**src/rtl/race_progress_tracker_if.sv**
```systemverilog
// Race progress tracker bus: game state and lap pulse in, race telemetry out.
interface race_progress_tracker_if;
    logic [2:0]  state;
    logic        lap_pulse;
    logic [1:0]  countdown_digit;
    logic [15:0] race_time_cs;
    logic [3:0]  lap_count;
    logic [15:0] best_lap_cs;
    logic        time_overflow;
    logic        is_game_end;

    modport master (
        output state, lap_pulse,
        input  countdown_digit, race_time_cs, lap_count, best_lap_cs,
               time_overflow, is_game_end
    );

    modport slave (
        input  state, lap_pulse,
        output countdown_digit, race_time_cs, lap_count, best_lap_cs,
               time_overflow, is_game_end
    );
endinterface

```
**src/rtl/race_progress_tracker.sv**
```systemverilog
// Race progress tracker: countdown digit, centisecond race timer, lap counting
// with best-lap tracking, time-limit saturation and a registered race-over flag.
module race_progress_tracker #(
    parameter int TICKS_PER_CS  = 1_000_000,
    parameter int TICKS_PER_SEC = 100_000_000,
    parameter int TOTAL_LAPS    = 3,
    parameter int MAX_TIME_CS   = 59999
) (
    input logic                    clk,
    input logic                    rst,
    race_progress_tracker_if.slave bus
);
    localparam int PRESC_W = $clog2(TICKS_PER_CS + 1);
    localparam int SEC_W   = $clog2(TICKS_PER_SEC + 1);

    localparam logic [2:0] ST_IDLE      = 3'd0;
    localparam logic [2:0] ST_SETTING   = 3'd1;
    localparam logic [2:0] ST_COUNTDOWN = 3'd3;
    localparam logic [2:0] ST_RACING    = 3'd4;
    localparam logic [2:0] ST_PAUSE     = 3'd5;

    logic [2:0]         prev_state_r;
    logic [SEC_W-1:0]   sec_cnt_r;
    logic [PRESC_W-1:0] presc_r;
    logic [1:0]         digit_r;
    logic [15:0]        race_time_r;
    logic [15:0]        lap_start_r;
    logic [3:0]         lap_count_r;
    logic [15:0]        best_lap_r;
    logic               time_overflow_r;
    logic               is_game_end_r;

    logic               cs_tick_s;
    logic               sec_tick_s;
    logic               laps_done_s;
    logic               lap_accept_s;
    logic               countdown_entry_s;
    logic               time_can_run_s;
    logic [15:0]        lap_time_s;

    // Derived per-cycle events: prescaler wraps, lap acceptance and lap duration.
    always_comb begin
        cs_tick_s         = (presc_r == PRESC_W'(TICKS_PER_CS - 1));
        sec_tick_s        = (sec_cnt_r == SEC_W'(TICKS_PER_SEC - 1));
        laps_done_s       = (lap_count_r == 4'(TOTAL_LAPS));
        lap_accept_s      = (bus.state == ST_RACING) && bus.lap_pulse && !laps_done_s;
        // Resuming from PAUSE must not restart the countdown.
        countdown_entry_s = (prev_state_r != ST_COUNTDOWN) && (prev_state_r != ST_PAUSE);
        time_can_run_s    = !laps_done_s && (race_time_r < 16'(MAX_TIME_CS));
        // lap_start never exceeds race_time, so this cannot wrap.
        lap_time_s        = race_time_r - lap_start_r;
    end

    // Main race state: countdown, timer, laps and end-of-race flags.
    always_ff @(posedge clk) begin
        if (rst) begin
            prev_state_r    <= ST_IDLE;
            sec_cnt_r       <= '0;
            presc_r         <= '0;
            digit_r         <= 2'd0;
            race_time_r     <= 16'd0;
            lap_start_r     <= 16'd0;
            lap_count_r     <= 4'd0;
            best_lap_r      <= 16'hFFFF;
            time_overflow_r <= 1'b0;
            is_game_end_r   <= 1'b0;
        end else begin
            prev_state_r <= bus.state;
            case (bus.state)
                ST_IDLE, ST_SETTING: begin
                    sec_cnt_r       <= '0;
                    presc_r         <= '0;
                    digit_r         <= 2'd0;
                    race_time_r     <= 16'd0;
                    lap_start_r     <= 16'd0;
                    lap_count_r     <= 4'd0;
                    best_lap_r      <= 16'hFFFF;
                    time_overflow_r <= 1'b0;
                    is_game_end_r   <= 1'b0;
                end
                ST_COUNTDOWN: begin
                    // Prescaler parked at 0 so racing starts on a clean cs boundary.
                    presc_r <= '0;
                    if (countdown_entry_s) begin
                        sec_cnt_r <= '0;
                        digit_r   <= 2'd3;
                    end else if (sec_tick_s) begin
                        sec_cnt_r <= '0;
                        if (digit_r > 2'd1) begin
                            digit_r <= digit_r - 2'd1;
                        end else begin
                            digit_r <= digit_r;
                        end
                    end else begin
                        sec_cnt_r <= sec_cnt_r + SEC_W'(1);
                    end
                end
                ST_RACING: begin
                    digit_r <= 2'd0;
                    if (cs_tick_s) begin
                        presc_r <= '0;
                    end else begin
                        presc_r <= presc_r + PRESC_W'(1);
                    end
                    if (cs_tick_s && time_can_run_s) begin
                        race_time_r <= race_time_r + 16'd1;
                        if (race_time_r == 16'(MAX_TIME_CS - 1)) begin
                            time_overflow_r <= 1'b1;
                        end
                    end
                    // The lap uses the pre-update time even when a cs tick lands together.
                    if (lap_accept_s) begin
                        lap_count_r <= lap_count_r + 4'd1;
                        lap_start_r <= race_time_r;
                        if (lap_time_s < best_lap_r) begin
                            best_lap_r <= lap_time_s;
                        end
                    end
                    is_game_end_r <= is_game_end_r | laps_done_s | time_overflow_r;
                end
                default: begin
                    // PAUSE, FINISH and undefined codes hold every register.
                end
            endcase
        end
    end

    assign bus.countdown_digit = digit_r;
    assign bus.race_time_cs    = race_time_r;
    assign bus.lap_count       = lap_count_r;
    assign bus.best_lap_cs     = best_lap_r;
    assign bus.time_overflow   = time_overflow_r;
    assign bus.is_game_end     = is_game_end_r;
endmodule

```
**src/flat_wrapper.sv**
```systemverilog
// flat-port wrapper written by rule: the top's interface ports become plain ports
module race_progress_tracker_flat 
#(
    parameter int TICKS_PER_CS  = 1_000_000,
    parameter int TICKS_PER_SEC = 100_000_000,
    parameter int TOTAL_LAPS    = 3,
    parameter int MAX_TIME_CS   = 59999
)
  (clk, rst, bus_state, bus_lap_pulse, bus_countdown_digit, bus_race_time_cs, bus_lap_count, bus_best_lap_cs, bus_time_overflow, bus_is_game_end);
  race_progress_tracker_if bus_i ();
  input logic clk;
  input logic rst;
  input wire logic [$bits(bus_i.state)-1:0] bus_state;
  input wire logic [$bits(bus_i.lap_pulse)-1:0] bus_lap_pulse;
  output wire logic [$bits(bus_i.countdown_digit)-1:0] bus_countdown_digit;
  output wire logic [$bits(bus_i.race_time_cs)-1:0] bus_race_time_cs;
  output wire logic [$bits(bus_i.lap_count)-1:0] bus_lap_count;
  output wire logic [$bits(bus_i.best_lap_cs)-1:0] bus_best_lap_cs;
  output wire logic [$bits(bus_i.time_overflow)-1:0] bus_time_overflow;
  output wire logic [$bits(bus_i.is_game_end)-1:0] bus_is_game_end;
  assign bus_i.state = bus_state;
  assign bus_i.lap_pulse = bus_lap_pulse;
  assign bus_countdown_digit = bus_i.countdown_digit;
  assign bus_race_time_cs = bus_i.race_time_cs;
  assign bus_lap_count = bus_i.lap_count;
  assign bus_best_lap_cs = bus_i.best_lap_cs;
  assign bus_time_overflow = bus_i.time_overflow;
  assign bus_is_game_end = bus_i.is_game_end;
  race_progress_tracker #(.TICKS_PER_CS(TICKS_PER_CS), .TICKS_PER_SEC(TICKS_PER_SEC), .TOTAL_LAPS(TOTAL_LAPS), .MAX_TIME_CS(MAX_TIME_CS)) u_core (.clk(clk), .rst(rst), .bus(bus_i));
endmodule
```
**config.mk**
```make
export PLATFORM = sky130hd
export DESIGN_NAME = race_progress_tracker_flat
export DESIGN_NICKNAME = d
export VERILOG_FILES = /design/src/rtl/race_progress_tracker_if.sv /design/src/rtl/race_progress_tracker.sv /design/src/flat_wrapper.sv
export SDC_FILE = /design/constraint.sdc
export NUM_CORES = 1
export LEC_CHECK = 0
export BUFFER_PORTS_ARGS = -buffer_cell sky130_fd_sc_hd__buf_4
export CELL_PAD_IN_SITES_DETAIL_PLACEMENT = 1
export CELL_PAD_IN_SITES_GLOBAL_PLACEMENT = 1
export CORE_AREA = 2 2 104 181
export CTS_BUF_LIST = sky130_fd_sc_hd__clkbuf_8
export DETAILED_ROUTE_END_ITERATION = 10
export DIE_AREA = 0 0 106 183
export PLACE_DENSITY = 0.72
export SLEW_MARGIN = 10
export SYNTH_ARGS = -nofsm -noshare
export SYNTH_HDL_FRONTEND = slang
export SYNTH_SLANG_ARGS = --single-unit
```
**constraint.sdc**
```tcl
create_clock -name clk -period 6.2 [get_ports clk]
set_input_delay 0.62 -clock clk [delete_from_list [all_inputs] [get_ports clk]]
set_output_delay 0.62 -clock clk [all_outputs]
set_load 0.1 [all_outputs]
```
Word level (Yosys, flattened, before mapping)
Index checks and enable logic that the tools add are counted.
Widths: inputs -> output; s select.
{"block": "totals", "wordCells": 77, "latchBits": 0, "rom_bits": 0, "ram_bits": 0, "reg_bits": 106, "out_inout_bits": 40, "in_bits": 6, "mem_count": 0}
{"block": "op_classes", "div_mod_pow": 0, "order_cmp": 3, "reduce_logical": 19, "n_bitwise": 2, "muxes": 22, "mul": 0, "n_eq_ne": 15, "addsub": 6, "shifts": 0}
{"op": "$pmux 16 s2", "n": 3}
{"op": "$mux 16", "n": 4}
{"op": "$mux 27", "n": 2}
{"op": "$pmux 27 s2", "n": 1}
{"op": "$pmux 20 s2", "n": 1}
{"op": "$add 27x1->27 const B", "n": 1}
{"op": "$eq 27x27->1 const B", "n": 1}
{"op": "$add 20x1->20 const B", "n": 1}
{"op": "$eq 20x20->1 const B", "n": 1}
{"op": "$mux 20", "n": 1}
{"op": "$add 16x1->16 const B", "n": 1}
{"op": "$eq 16x16->1 const B", "n": 1}
{"op": "$lt 16x16->1", "n": 1}
{"op": "$lt 16x16->1 const B", "n": 1}
{"op": "$sub 16x16->16", "n": 1}
{"op": "$reduce_and 3->1", "n": 3}
{"op": "$pmux 4 s2", "n": 1}
{"op": "$reduce_bool 2->1", "n": 4}
{"op": "$mux 2", "n": 3}
{"op": "$ne 2x2->1 const B", "n": 3}
{"op": "$ne 3x1->1 const B", "n": 2}
{"op": "$reduce_or 3->1", "n": 2}
{"op": "$logic_and 1x1->1", "n": 5}
{"op": "$add 4x1->4 const B", "n": 1}
{"op": "18 further kinds", "n": 22}

Longest topological paths before layout
Gate-level depths: netlist of run 1.
{"block": "logic_depth", "depth_word": 6, "depth_mapped": 18, "mapped_depth_nobuf": 16}

Worst setup path before layout of run 1
OpenSTA, ideal clock, no wires.
{"block": "synth_path", "path_type": "reg2reg", "startpoint": "register u_core.race_time_r[6], in the netlist u_core.bus.race_time_cs[6]", "endpoint": "register u_core.best_lap_r[12], in the netlist u_core.bus.best_lap_cs[12]", "n_path_buf": 3, "path_stages_with_launch": 16, "setup_slack_ps": 2063, "arrival_ps": 4012, "required_ps": 6075, "period_less_slack_ps": 4137, "path_cell_list": "dfxtp_1 > ha_1 > clkbuf_1 > a21o_1 > o32ai_1 > a21oi_1 > nor4_1 > a311oi_1 > ha_1 > a21oi_1 > o21ai_0 > o41ai_1 > a21oi_1 > clkbuf_1 > buf_2 > o41a_1"}
{"block": "synth_via", "elab_chain_cells": 4}
{"item": "start: declaration", "line": "race_progress_tracker.sv:26", "source": "logic [15:0] race_time_r;"}
{"item": "start signal: assignment", "line": "race_progress_tracker.sv:106", "source": "race_time_r <= race_time_r + 16'd1;"}
{"item": "$sub 16x16->16 (*)", "line": "race_progress_tracker.sv:51", "source": "lap_time_s = race_time_r - lap_start_r;"}
{"item": "$lt 16x16->1 or $mux 16 (tied branches)", "line": "race_progress_tracker.sv:115", "source": "if (lap_time_s < best_lap_r) begin"}
{"item": "$ne 2x2->1 (no source line) or $mux 16 (tied branches)"}
{"item": "$reduce_and 3->1 (no source line) or $pmux 16 s2 (tied branches)"}
{"item": "end signal: assignment", "line": "race_progress_tracker.sv:116", "source": "best_lap_r <= lap_time_s;"}
{"item": "end: declaration", "line": "race_progress_tracker.sv:29", "source": "logic [15:0] best_lap_r;"}
Every way passes the cells marked *; elsewhere a longest branch is shown, timed or not. The select of a mux whose other input is x is not followed.
A chain may end at the register's enable or synchronous reset.

Final worst setup path of run 1
{"block": "layout_path", "startpoint": "register u_core.race_time_r[0], in the netlist u_core.bus.race_time_cs[0]", "endpoint": "register u_core.best_lap_r[9], in the netlist u_core.bus.best_lap_cs[9]"}
Same word-level chain as after synthesis.

==> results.rst, run 1 <==
.. list-table::
   :header-rows: 1

   * - Metric
     - Value
   * - Run status
     - finished, final reports clean
   * - Hold depth
     - 2
   * - Delay contributed by the slowest stage of the critical path
     - 0.71 ns
   * - Post-route ant nets
     - 0
   * - Overall routed net length
     - 17.7 mm
   * - Core area
     - 18000 µm²
   * - Proportion of synthesized area in mux cells
     - 0.490%
   * - Number of hold buffers added after cts
     - 0
   * - Setup repair after global routing missed its margin
     - false
   * - Number of antenna violations at the first check in global routing
     - 0
   * - CTS tree
     - done
   * - Via-to-Cell Ratio
     - between 5 and 6
   * - Largest net degree at the start of global routing
     - between 70 and 80
   * - Fin Clk Skew
     - 0.0151 ns
   * - Dominant combinational cell family by area after synthesis
     - simple AND/OR/NAND/NOR gates
   * - Post-place setup slack
     - 1.81 ns
   * - Critical-path cell with the highest stage delay
     - sky130_fd_sc_hd__a21oi_2
   * - Starting utilization of the core area
     - between 30 and 40%
   * - Net count of the finished layout
     - around 840
   * - Post-CTS Setup Inserts
     - 0
   * - Clk sinks
     - between 100 and 150
   * - Global-route wire length before repair
     - 28.8 mm
   * - 1st-iter DRT viols
     - 149
   * - Share of synthesized flip-flops with an asynchronous set or reset
     - 0%
   * - HPWL after detailed placement
     - 13.3 mm
   * - Syn nets
     - 819
   * - Sequential share of the synthesized area
     - 34.6%
   * - Total power divided by cell area
     - 178 nW/µm²
   * - Number of global-route vias before repair
     - 5759
   * - Beginning of the worst hold path
     - u_core.lap_start_r[6]
   * - H-Tree Depth
     - 3
   * - Register bit total from synthesis
     - ~110
   * - Maximum Capacitance Violations
     - 0
   * - Worst-margin pin slew
     - 0.931 ns
   * - Origin of the critical flop-to-flop path
     - u_core.bus.race_time_cs[0]
   * - Layout Area Growth over Synthesis
     - 11.6%
   * - Final number of max-transition violations
     - 0
   * - Worst IR Drop VDD
     - 0.113 mV
   * - Fmax
     - 0.227 GHz
   * - Die Area
     - slightly below 20000 µm²
   * - Max-slew headroom
     - 37.9%
   * - Yosys warning count
     - 0
   * - Height of the die
     - 183 µm
   * - Resized Gates After CTS
     - 0
   * - Sum Neg Setup Slack
     - 0 ns
   * - Mean cell area of the mapped netlist
     - 7.89 µm²
   * - Die X
     - 106 µm
   * - Clock tree root driver cell
     - sky130_fd_sc_hd__clkbuf_8
   * - Final Setup Violations
     - 0
   * - Antenna diode count
     - 0
   * - Biggest fanout along the worst timing path
     - 22
   * - First-pass DRT Iterations
     - 5
   * - Mean routed wirelength per cell
     - 17.0 µm
   * - Kind of start point of the critical path
     - register
   * - Worst-path cell chain
     - inv_1 > ha_1 > inv_1 > fa_1 > a211oi_1 > o21ai_0 > and2_1 > a221oi_1 > xnor2_1 > ha_1 > nand2_1 > o21ai_0 > nor4_1 > a21oi_2 > buf_4 > and2_1 > o21bai_1
   * - Skew-Pair Late Insertion Delay
     - 0.38 ns
   * - Commonest cells after routing, fill and taps aside
     - 106 x sky130_fd_sc_hd__dfxtp_1, 86 x sky130_fd_sc_hd__nor2_1, 77 x sky130_fd_sc_hd__nand2_1
   * - Req. time, crit path
     - 6.48 ns
   * - Classification of the worst setup path
     - reg -> reg
   * - Ratio of cells with drive above 1 in the final layout
     - 10.2%
   * - Post-route fraction of the period consumed by the critical path
     - a little under three quarters
   * - Synthesized-area fraction occupied by xor and xnor cells
     - about 6.6%
   * - WP data arrival
     - between 4 and 5 ns
   * - Post-synthesis simple-gate area fraction
     - about 28%
   * - Buffer levels on the longest clock path
     - 2
   * - Synth Area in Compound Gates
     - 18.1%
   * - Final worst setup slack
     - around 1.8 ns
   * - Reg clk slew, reported paths
     - 0.11 ns
   * - Primary flip-flop cell chosen by synthesis mapping
     - sky130_fd_sc_hd__dfxtp_1
   * - Final critical delay including setup and external delays
     - 4.40 ns
   * - Total number of vias
     - 5652
   * - Number of cells on the worst reg-to-reg path
     - 17
   * - Count of buffers from port buffering
     - 45
   * - Path category of the worst min-delay check
     - reg -> reg
   * - Number of placement rows
     - 65
   * - Detailed-route DRC error count
     - 0
   * - Number of ports placed on the die boundary
     - 46
   * - Most common cell after layout, fill and taps aside
     - sky130_fd_sc_hd__dfxtp_1
   * - Cell area after synthesis
     - about 6000 µm²
   * - Final count of hold timing violations
     - 0
   * - Post-synth EDFFs
     - 0
   * - Cells after Synth
     - a little under 800
   * - Number of buffers inserted during clock tree synthesis
     - 9
   * - Last weighted congestion value of the routability-driven placer
     - between 0.8 and 0.9
   * - Area share of fa/ha/maj cells after synthesis
     - about 7.7%
   * - Remaining global-route overflow
     - 0
   * - GRT Overall Usage
     - a little under a fifth
   * - CP Capture Type
     - register
   * - Leakage component of the power
     - 2.68 nW
   * - Crit. Startpoint
     - u_core.bus.race_time_cs[0]
   * - Number of distinct library cells after synthesis
     - between 70 and 80
## flip-flops by register name, summed over array words and instances (netlist names)
register / cells
u_core.presc_r: 20
u_core.bus.countdown_digit: 2
u_core.lap_start_r: 16
u_core.bus.race_time_cs: 16
u_core.bus.lap_count: 4
u_core.bus.time_overflow: 1
u_core.sec_cnt_r: 27
u_core.prev_state_r: 3
u_core.bus.is_game_end: 1
u_core.bus.best_lap_cs: 16
## metrics by stage
stage	area (µm²)	hold WS, ns	utilization, %	power (W)	instances
finish	6830	0.460	38.0	0.00121	1040
global route	6830	0.475	38.0	0.00127	1040
CTS	6830	0.461	38.0	0.00124	1040
detailed placement	6660	0.445	37.1	0.000824	1024
global placement	6660	0.438	37.1	0.000823	1024
floorplan	6130	0.432	-	0.000792	776
## worst max-delay path: cells and delay by family, from the launching register on
kind | cells | cell delay (ns)
DFF | 1 | 0.38
adders and majority gates | 3 | 0.88
xor gates and xnor gates | 1 | 0.14
and+or+nand+nor | 4 | 0.49
buffers and inverters | 3 | 0.46
AOI/OAI and AO/OA | 6 | 1.93
## area by class of cell
cell class              count  area, µm²
clock inverters             7       47.5
inverters                  37        139
well taps                 234        293
fillers                  2213      11100
multi-input cells         596       3730
flip-flops and latches    106       2120
clock buffers               9        124
repair buffers             51        383
## power breakdown
part	total [W]	internal, W	switching (W)	leakage [nW]
Combinational	0.000115	0.0000258	0.0000890	1.73
Clock	0.000408	0.000146	0.000262	0.0845
Sequential	0.000691	0.000687	0.00000460	0.856
## routing by layer
| metal | vias to the layer above | wire length [µm] | track usage [%] | share of wire [%] |
|---|---|---|---|---|
| li1 | 2809 | - | - | - |
| met1 | 2741 | 6740 | 18.6 | 38 |
| met2 | 70 | 10100 | 37.2 | 57 |
| met3 | 32 | 338 | 2.84 | 1.9 |
| met4 | 0 | 544 | 7.63 | 3.1 |
| met5 | - | 0 | 0 | 0 |
## kinds of logic (layout without fill, tap and decap cells)
group | Yosys count | in the layout
compound gates | 171 | 171
xor+xnor | 46 | 46
fa+ha+maj | 37 | 37
buf+inv | 74 | 104
flops | 106 | 106
mux | 3 | 3
simple gates | 339 | 339
## cell usage after synthesis, drive strengths merged (2+ instances only)
| master | n | area [µm²] |
|---|---|---|
| dfxtp | 106 | 2120 |
| nor2 | 87 | 329 |
| nand2 | 77 | 289 |
| a21oi | 69 | 349 |
| nand3 | 46 | 230 |
| inv | 37 | 139 |
| ha | 36 | 450 |
| clkbuf | 29 | 109 |
| o21ai | 26 | 130 |
| nor3 | 25 | 141 |
| xnor2 | 24 | 210 |
| xor2 | 22 | 193 |
| and2 | 13 | 81.3 |
| nand4 | 13 | 81.3 |
| nor4 | 13 | 81.3 |
| or3 | 13 | 81.3 |
| a21o | 12 | 90.1 |
| and3 | 12 | 75.1 |
| and4 | 8 | 70.1 |
| buf | 8 | 38.8 |
| a211oi | 7 | 57.6 |
| a31oi | 7 | 50.1 |
| o21bai | 6 | 45.0 |
| nand2b | 5 | 31.3 |
| nor2b | 5 | 31.3 |
| nor3b | 5 | 37.5 |
| a2bb2oi | 4 | 35.0 |
| a311oi | 4 | 35.0 |
| nand4b | 4 | 35.0 |
| o21a | 4 | 30.0 |
| a21boi | 3 | 22.5 |
| a31o | 3 | 26.3 |
| mux2i | 3 | 30.0 |
| o211ai | 3 | 22.5 |
| or2 | 3 | 18.8 |
| or4 | 3 | 26.3 |
| a41oi | 2 | 17.5 |
| nor4b | 2 | 17.5 |
| o221ai | 2 | 23.8 |
| o32ai | 2 | 17.5 |
| o41a | 2 | 22.5 |
| o41ai | 2 | 17.5 |
## worst paths after layout
check	to	slack (ns)
min reg2reg	u_core.lap_start_r[6]	0.46
min	u_core.lap_start_r[6]	0.46
max	u_core.bus.best_lap_cs[9]	1.80
max reg2reg	u_core.bus.best_lap_cs[9]	1.80
No activity file was read; power rests on OpenSTA's default activity.
==> run 2, diff against run 1 <==
- PLACE_DENSITY: 0.72 -> 0.75
- clock period: 6.2 -> 3.53 ns (I/O delays scaled with it)
==> run 2 against run 1 <==
Core utilization rose by 3.4 points. Final cell count rose by 3.9%. Count of clock-buffer cells in the layout rose by 1.
==> results.rst, run 2 (same netlist as run 1, synthesis figures left out) <==
.. list-table::
   :header-rows: 1

   * - Metric
     - Value
   * - Buffer levels on the longest clock path
     - 2 (unchanged)
   * - HPWL after detailed placement
     - 14.1 mm (+6.1%)
   * - Commonest cells after routing, fill and taps aside
     - 91 x sky130_fd_sc_hd__buf_4, 91 x sky130_fd_sc_hd__dfxtp_1, 86 x sky130_fd_sc_hd__nor2_1
   * - Run status
     - finished, final reports clean
   * - Final Setup Violations
     - 0 (unchanged)
   * - Kind of start point of the critical path
     - register
   * - Worst IR Drop VDD
     - 0.181 mV (+61%)
   * - Multi-input gate area
     - 3970 µm² (+6.5%)
   * - Utilization after layout
     - 41.5% (+3.4 points)
   * - Net count of the finished layout
     - 885 (+4.9%)
   * - Last weighted congestion value of the routability-driven placer
     - 0.845 (+3.5%)
   * - Number of placement rows
     - 65 (unchanged)
   * - Ratio of cells with drive above 1 in the final layout
     - 20.5% (+10 points)
   * - Registers with the most flip-flops
     - u_core.sec_cnt_r x27, u_core.presc_r x20
   * - Leakage component of the power
     - 2.96 nW (+11%)
   * - Routing layer with the top usage in global route
     - met2
   * - Mean routed wirelength per cell
     - 17.4 µm (+2.0%)
   * - Overall routed net length
     - 18.8 mm (+6.1%)
   * - Met2 routing resource usage after global routing
     - 41.1% (+3.9 points)
   * - Max-slew headroom
     - 38.5% (+0.55 points)
   * - Fin Clk Skew
     - 0.0228 ns (+0.00767 ns)
   * - Final number of max-transition violations
     - 0 (unchanged)
   * - Core area
     - 18000 µm² (unchanged)
   * - Final count of hold timing violations
     - 0 (unchanged)
   * - Post-route non-filler standard cell count
     - 1081 (+3.9%)
   * - Fmax
     - 0.285 GHz (+25%)
   * - Filler cell count
     - 2180 (-1.5%)
   * - Req. time, crit path
     - 3.83 ns (-2.65 ns)
   * - WP data arrival
     - 3.81 ns (-0.88 ns)
   * - Slack of the worst reg-to-reg path
     - 0.02 ns (-1.78 ns)
   * - Number of ports placed on the die boundary
     - 46 (unchanged)
   * - Largest net degree at the start of global routing
     - 53 (-28%)
   * - Number of hold buffers added after cts
     - 0 (unchanged)
   * - Remaining global-route overflow
     - 0 (unchanged)
   * - Storage element area
     - 2160 µm² (+1.7%)
   * - Via-to-Cell Ratio
     - 5.52 (+1.6%)
   * - Setup repair after global routing missed its margin
     - true
   * - Post-route fraction of the period consumed by the critical path
     - 99.4% (+28 points)
   * - Number of flip-flops under the largest register name
     - 27 (unchanged)
   * - Count of buffers from port buffering
     - 45 (unchanged)
   * - Total number of vias
     - 5970 (+5.6%)
   * - Number of cells on the worst reg-to-reg path
     - 16 (-1)
   * - Biggest fanout along the worst timing path
     - 8 (-64%)
   * - Die X
     - 106 µm (unchanged)
   * - Height of the die
     - 183 µm (unchanged)
   * - Reg with most FFs
     - u_core.sec_cnt_r
   * - First-pass DRT Iterations
     - 4 (-1)
   * - Global-route met1 utilization
     - 17.7% (-0.81 points)
   * - Layout Area Growth over Synthesis
     - 21.7%
   * - Reg clk slew, reported paths
     - 0.11 ns (about the same)
   * - Hold depth
     - 2 (unchanged)
   * - Placed instance count
     - 1060 (+3.5%)
   * - H-Tree Depth
     - 3 (unchanged)
   * - 1st-iter DRT viols
     - 221 (+48%)
   * - Total power divided by cell area
     - 300 nW/µm² (+69%)
   * - Clk sinks
     - 106 (unchanged)
   * - Total power after layout
     - 0.00223 W (+84%)
   * - Starting utilization of the core area
     - 34.1% (unchanged)
   * - GRT Overall Usage
     - 19.6% (+1.1 points)
   * - Final critical delay including setup and external delays
     - 3.51 ns (-0.893 ns)
   * - Number of antenna violations at the first check in global routing
     - 0 (unchanged)
   * - CP Capture Type
     - register
   * - Die Area
     - 19400 µm² (unchanged)
   * - Classification of the worst setup path
     - reg -> reg
   * - Met3 usage in global routing
     - 2.63% (-0.21 points)
   * - Maximum Capacitance Violations
     - 0 (unchanged)
   * - Global-route wire length before repair
     - 30.6 mm (+6.5%)
   * - Post-route ant nets
     - 0 (unchanged)
   * - CTS tree
     - done
   * - Detailed-route DRC error count
     - 0 (unchanged)
   * - Minimum hold slack
     - 0.257 ns (-0.203 ns)
   * - Number of global-route vias before repair
     - 6349 (+10%)
   * - Skew-Pair Late Insertion Delay
     - 0.40 ns (+0.02 ns)
   * - Path category of the worst min-delay check
     - in -> reg
   * - Antenna diode count
     - 0 (unchanged)
   * - Number of buffers inserted during clock tree synthesis
     - 9 (unchanged)
   * - Clock tree root driver cell
     - sky130_fd_sc_hd__clkbuf_8
   * - Worst-margin pin slew
     - 0.923 ns (-0.00828 ns)
## run 2: changes by cell type in the layout (fill, tap and decap cells not counted), sizes merged
cell	previous run	this run
buf	51	92
clkbuf	9	10
bufinv	0	1
clkinvlp	3	1
## run 2: power breakdown
| part | switching [W] | internal, W |
|---|---|---|
| Combinational | 0.000165 | 0.0000567 |
| Sequential | 0.00000861 | 0.00120 |
| Clock | 0.000457 | 0.000345 |
| Total | 0.000631 | 0.00160 |
## run 2: through the flow
step / setup WS (ns) / instance area [µm²] / TNS (ns)
floorplan: 0.0474 / 6190 / 0
global placement: -0.116 / 7000 / -0.949
detailed placement: -0.250 / 7000 / -3.23
CTS: -0.0531 / 7280 / -0.0572
global route: -0.152 / 7450 / -1.63
finish: 0.0211 / 7450 / 0
## run 2: final cells by class
| type | instances | share of cell area, % |
|---|---|---|
| Sequential cell | 106 | 29.0 |
| Tap cell | 234 | 3.93 |
| Timing Repair Buffer | 92 | 9.32 |
| Clock inverter | 6 | 0.789 |
| Inverter | 37 | 1.90 |
| Multi-Input combinational cell | 596 | 53.3 |
| Clock buffer | 10 | 1.85 |
## run 2: path summary, 6_finish.rpt
kind	from	to
hold reg to reg	u_core.lap_start_r[9]	u_core.lap_start_r[9]
setup / recovery	u_core.bus.race_time_cs[0]	u_core.bus.best_lap_cs[14]
hold / removal	bus_state[0]	u_core.prev_state_r[0]
setup reg to reg	u_core.bus.race_time_cs[0]	u_core.bus.best_lap_cs[14]
## run 2: timing repair
action | 4_1_cts | 5_1_grt
pin swaps | 13 | 13
endpoints found under the setup margin | 16 | 16
gates resized for setup | 21 | 24
setup buffers | 1 | 4
## run 2: layer usage
layer | vias up | wire [µm]
li1 | 2887 | -
met4 | 0 | 602
met2 | 91 | 10900
met5 | - | 0
met3 | 32 | 494
met1 | 2960 | 6770
## run 2: worst max-delay path, cell delays in order (launching register included)
cell                        delay (ns)
sky130_fd_sc_hd__dfxtp_4          0.37
sky130_fd_sc_hd__inv_4            0.06
sky130_fd_sc_hd__ha_4             0.13
sky130_fd_sc_hd__inv_2            0.04
sky130_fd_sc_hd__fa_2             0.36
sky130_fd_sc_hd__a211oi_4         0.32
sky130_fd_sc_hd__o21ai_2          0.14
sky130_fd_sc_hd__and2_4           0.16
sky130_fd_sc_hd__a221oi_2         0.25
sky130_fd_sc_hd__xnor2_1          0.18
sky130_fd_sc_hd__ha_1             0.28
sky130_fd_sc_hd__nand2_2          0.10
sky130_fd_sc_hd__o21ai_4          0.09
sky130_fd_sc_hd__o41ai_4          0.33
sky130_fd_sc_hd__a21oi_4          0.11
sky130_fd_sc_hd__or3_4            0.36
sky130_fd_sc_hd__a2bb2oi_1        0.14
